**src/rtl/probe_uplink_arbiter.sv**
```systemverilog
// probe_uplink_arbiter: round-robin drain of per-probe uplink messages onto a
// single registered 32-bit valid/ready stream. One message (header + W data
// words) is moved at a time, with one ACK pulse to the owning probe per word.
// Optional build macro PROBE_ARB_SEQNUM_EN stamps an 8-bit message sequence
// number into header bits [15:8].
module probe_uplink_arbiter #(
  parameter int NumProbes = 4
) (
  input  logic                    UCLK,
  input  logic                    URST,
  input  logic [32*NumProbes-1:0] DATAUP_IN,
  input  logic [NumProbes-1:0]    DATAVALID_IN,
  input  logic [NumProbes-1:0]    DELAY_IN,
  output logic [NumProbes-1:0]    ACK_OUT,
  output logic                    DELAY_OUT,
  output logic [31:0]             OUT_DATA,
  output logic                    OUT_VALID,
  output logic                    OUT_LAST,
  input  logic                    OUT_READY,
  output logic                    ERR
);

  localparam int IW = (NumProbes > 1) ? $clog2(NumProbes) : 1;

  typedef enum logic [1:0] {IDLE, XFER, GAP, DONE} state_t;

  state_t        state;
  logic [IW-1:0] gnt;       // probe currently being drained
  logic [IW-1:0] rr;        // round-robin search start
  logic [IW-1:0] pick;      // next probe to grant from rr
  logic [IW-1:0] gnt_nxt;   // gnt + 1 modulo NumProbes
  logic [7:0]    cnt;       // data words still to capture
  logic          hdr;       // next capture is the header word
  logic          any_req;
  logic          slot_free;
  logic [31:0]   word;
  logic [31:0]   cap_word;
  logic          cap_last;
`ifdef PROBE_ARB_SEQNUM_EN
  logic [7:0]    seq;
`endif

  assign DELAY_OUT = |DELAY_IN;
  assign slot_free = !OUT_VALID || OUT_READY;
  assign word      = DATAUP_IN[32*int'(gnt) +: 32];
  assign gnt_nxt   = (int'(gnt) == NumProbes - 1) ? '0 : gnt + 1'b1;

  // First requesting probe at or after rr, wrapping around.
  always_comb begin
    int idx;
    pick    = '0;
    any_req = 1'b0;
    idx     = 0;
    for (int k = 0; k < NumProbes; k++) begin
      idx = int'(rr) + k;
      if (idx >= NumProbes) idx = idx - NumProbes;
      if (!any_req && DATAVALID_IN[idx[IW-1:0]]) begin
        pick    = idx[IW-1:0];
        any_req = 1'b1;
      end
    end
  end

  // Word to capture and whether it ends the message.
  always_comb begin
    cap_word = word;
    cap_last = hdr ? (word[7:0] == 8'd0) : (cnt == 8'd1);
`ifdef PROBE_ARB_SEQNUM_EN
    if (hdr) cap_word[15:8] = seq;
`endif
  end

  // Arbitration FSM with registered stream outputs and ACK pulses.
  always_ff @(posedge UCLK or negedge URST) begin
    if (!URST) begin
      state     <= IDLE;
      gnt       <= '0;
      rr        <= '0;
      cnt       <= '0;
      hdr       <= 1'b0;
      ACK_OUT   <= '0;
      OUT_DATA  <= '0;
      OUT_VALID <= 1'b0;
      OUT_LAST  <= 1'b0;
      ERR       <= 1'b0;
`ifdef PROBE_ARB_SEQNUM_EN
      seq       <= '0;
`endif
    end else begin
      ACK_OUT <= '0;
      // Consumed word drops out unless replaced by a capture below.
      if (OUT_VALID && OUT_READY) begin
        OUT_VALID <= 1'b0;
        OUT_LAST  <= 1'b0;
      end
      case (state)
        IDLE: begin
          if (any_req) begin
            gnt   <= pick;
            hdr   <= 1'b1;
            state <= XFER;
          end
        end
        XFER: begin
          if (!DATAVALID_IN[gnt]) begin
            // Probe vanished before its last word: flag, skip it, rearbitrate.
            ERR   <= 1'b1;
            rr    <= gnt_nxt;
            state <= IDLE;
`ifdef PROBE_ARB_SEQNUM_EN
            seq   <= seq + 8'd1;
`endif
          end else if (slot_free) begin
            OUT_DATA     <= cap_word;
            OUT_VALID    <= 1'b1;
            OUT_LAST     <= cap_last;
            ACK_OUT[gnt] <= 1'b1;
            hdr          <= 1'b0;
            if (hdr) cnt <= word[7:0];
            else     cnt <= cnt - 8'd1;
            if (cap_last) begin
              state <= DONE;
`ifdef PROBE_ARB_SEQNUM_EN
              seq   <= seq + 8'd1;
`endif
            end else begin
              state <= GAP;
            end
          end
        end
        // Let the probe present its next word after the ACK.
        GAP: state <= XFER;
        // Let the probe drop DATAVALID so it is not re-granted on stale state.
        DONE: begin
          rr    <= gnt_nxt;
          state <= IDLE;
        end
        default: state <= IDLE;
      endcase
    end
  end

endmodule

```
**config.mk**
```make
export PLATFORM = sky130hd
export DESIGN_NAME = probe_uplink_arbiter
export DESIGN_NICKNAME = d
export VERILOG_FILES = /design/src/rtl/probe_uplink_arbiter.sv
export SDC_FILE = /design/constraint.sdc
export NUM_CORES = 1
export LEC_CHECK = 0
export CORE_ASPECT_RATIO = 0.9
export CORE_UTILIZATION = 65
export CTS_CLUSTER_DIAMETER = 30
export DETAILED_ROUTE_END_ITERATION = 12
export DONT_BUFFER_PORTS = 1
export MAX_ROUTING_LAYER = met4
export PLACE_DENSITY = 0.85
export SYNTH_ARGS = -nofsm -noshare
export SYNTH_HDL_FRONTEND = slang
export SYNTH_SLANG_ARGS = --single-unit
```
**constraint.sdc**
```tcl
create_clock -name UCLK -period 3.7 [get_ports UCLK]
set_input_delay 0.74 -clock UCLK [delete_from_list [all_inputs] [get_ports UCLK]]
set_output_delay 0.74 -clock UCLK [all_outputs]
set_load 0.005 [all_outputs]
```
==> reports/metrics.cfg <==
[floorplanning]
chipHeight_um=68.7
dieArea_mm2=0.00523
io_pins=179
rows=23
die_w_um=76.1
initial_utilization_pct=69.8
coreArea_mm2=0.00460

[clocking]
cts_setup_buffers=0
cts.clk_slew.worst_paths_ns=0.10
cts_buffers=5
clkSinkCount=54
cts_resized=0
h-tree-depth=2
cts_buffer_depth=2
holdBufCountCts=0
cts_tree=done
clk_latency_ns=0.30
clockRootBuffer=clkbuf_8

[final_layout]
drive_gt1_share_pct=16.0
fin_cells=356
fin_nets=438
area_delta_synth_final_pct=3.27
finish.utilization_pct=72.1
post-route-cell-area_mm2=0.00332

[sta]
final_hold_viol_count=0
drv_slew=0
setup_viol=0
setup_tns_ns=0
fin_worst_skew_ns=0.00608
tightestPinTransition_ns=0.655
rsz0062_at_grt=false
slew_headroom_pct=56.3
min_period_over_period_pct=68.5
fmax_mhz=394
period_minus_slack_ns=2.54

[route]
vias_per_cell=6.65
drcViolationCount=0
vias=2369
dr.pass1.iters=4
wl_um=7900
ant_nets=0
wire_per_inst_um=22.2
drtIter0Drc=185

[critical_path]
start_kind=flip-flop
crit_slowest_cell=dfrtp_2
r2r_setup_slack_ns=1.16
arrival_ns=2.76
critPathCaptureType=flip-flop
cp.required_ns=3.92
crit_chain=buf_4 > mux4_2 > nor4_2 > nand4b_1 > a31oi_1
crit_type=flip-flop to flip-flop
cp_slowest_stage_delay_ns=0.70
worstPathMaxFanout=23

[grt]
grt_max_degree=55
antenna_found_initial=0
grt_pass1_wl_um=11200
grt_pass1_vias=2137
gr-total-overflow=0
track_usage_pct=30.6

[logic_synthesis]
ys_warn_count=0
synth_edf_count=0
syn_nets=447
syn-cell-area_mm2=0.00322
ys.flop_type=dfrtp_1
syn_area_per_cell_um2=10.6
syn_inst=302
yosysUniqueCellTypes=43
synth_seq_cells=54
synthArstFlopShare_pct=100
yosysSeqAreaShare_pct=42.0

[power_and_ir_drop]
comb_power_share_pct=44.4
p_switching_mw=1.13
ir_drop_mv=0.522
leakagePower_nw=1.47
power_density_mw_per_mm2=850
p_sw_share_pct=40.1
seq_power_share_pct=41.2
p_int_mw=1.69
power.share.clock_pct=14.4

[place]
place_area_mm2=0.00321
gp_congestion=0.970
dp.cells=348
port_buffers=0
dp_hpwl_um=6030

[status]
status=finished clean

[run]
maxCapViolCount=0

[min_path]
hold_class=input port to async pin

==> worst paths after layout <==
path                             to  startpoint  cells past startpoint
max                        OUT_LAST      gnt[0]                      5
max reg2reg                OUT_LAST      gnt[0]                      5
min in group UCLK               ERR         ERR                      1
max in group asynchronous    gnt[0]        URST                      0
min                           rr[1]        URST                      0
min reg2reg                     ERR         ERR                      1
==> cell families (layout without fill, tap and decap cells) <==
group           count (synthesis)  after routing  share of synthesized area [%]
compound gates                 36             36                           7.32
fa+ha+maj                       6              6                           2.33
buf+inv                        26             17                           4.28
flops                          54             54                           42.0
mux                            38             38                           24.9
other cells                     0              1                              0
simple gates                  142            142                           19.1
==> cells in the final DEF, fill, tap and decap left out, drive strengths merged, types with 4 or more instances in the layout <==
cell type	instances
nor4	4
inv	7
mux2	4
nor2	12
mux4	32
a22oi	4
o21ai	11
a21oi	6
and2	5
nand2	103
dfrtp	54
clkbuf	6
ha	6
==> worst max-delay path: cells and delay by family, from the launching register on <==
family	cells	cell delay, ns
muxes	1	0.60
AOI/OAI and AO/OA	1	0.22
buffers and inverters	1	0.44
and+or+nand+nor	2	0.48
DFF	1	0.70
==> metrics by stage <==
stage	hold slack, ns	total power [mW]	worst slack, ns
floorplan	0.444	2.22	1.69
global placement	0.446	2.37	1.23
detailed placement	0.446	2.43	1.16
CTS	0.113	2.83	1.15
global route	0.102	3.02	0.934
finish	0.117	2.82	1.16
==> Yosys cell counts (2+ instances only) <==
cell	n	area, µm²
ha_1	6	75.1
nor3b_1	2	15.0
clkbuf_1	6	22.5
mux2_2	4	45.0
dfrtp_1	54	1350
nand2_1	103	387
buf_2	5	25.0
a22oi_1	4	30.0
mux4_2	28	631
a31oi_1	2	12.5
or3_1	3	18.8
a21oi_1	6	30.0
nor4_1	3	18.8
mux4_1	4	105
nand2b_1	3	18.8
mux2i_1	2	20.0
buf_4	7	52.6
nand3_1	2	10.0
and2_1	5	31.3
nor2_1	12	45.0
o2bb2ai_1	3	26.3
nor2b_1	2	12.5
o21ai_0	11	55.1
inv_1	6	22.5
==> registers in the layout, summed over array words and instances, names as in the netlist <==
register	flops
OUT_DATA	32
ERR	1
ACK_OUT	4
state	2
rr	2
hdr	1
OUT_VALID	1
cnt	8
OUT_LAST	1
gnt	2
==> routing by layer <==
metal,up-vias,routed length (µm),GRT usage [%]
met5,-,0,-
met4,0,165,12.0
met3,16,531,5.79
met2,117,4090,51.6
met1,1183,3120,38.0
li1,1053,-,-
==> power by group through the flow <==
stage	combinational, mW	sequential, mW	clock (mW)
after CTS	1.25	1.17	0.405
after detailed placement	1.25	1.18	0
after global routing	1.40	1.20	0.425
after floorplan	1.17	1.04	0
final	1.25	1.16	0.405
after global placement	1.21	1.17	0
==> final cells by class <==
type / instances / area [µm²]
Fill cell: 330 / 1280
Clock buffer: 6 / 82.6
Timing Repair Buffer: 3 / 22.5
Inverter: 7 / 26.3
Tap cell: 62 / 77.6
Sequential cell: 54 / 1350
Multi-Input combinational cell: 222 / 1730
Clock inverter: 1 / 30.0
Antenna cell: 1 / 2.50
Power figures use the tool's default switching activity.
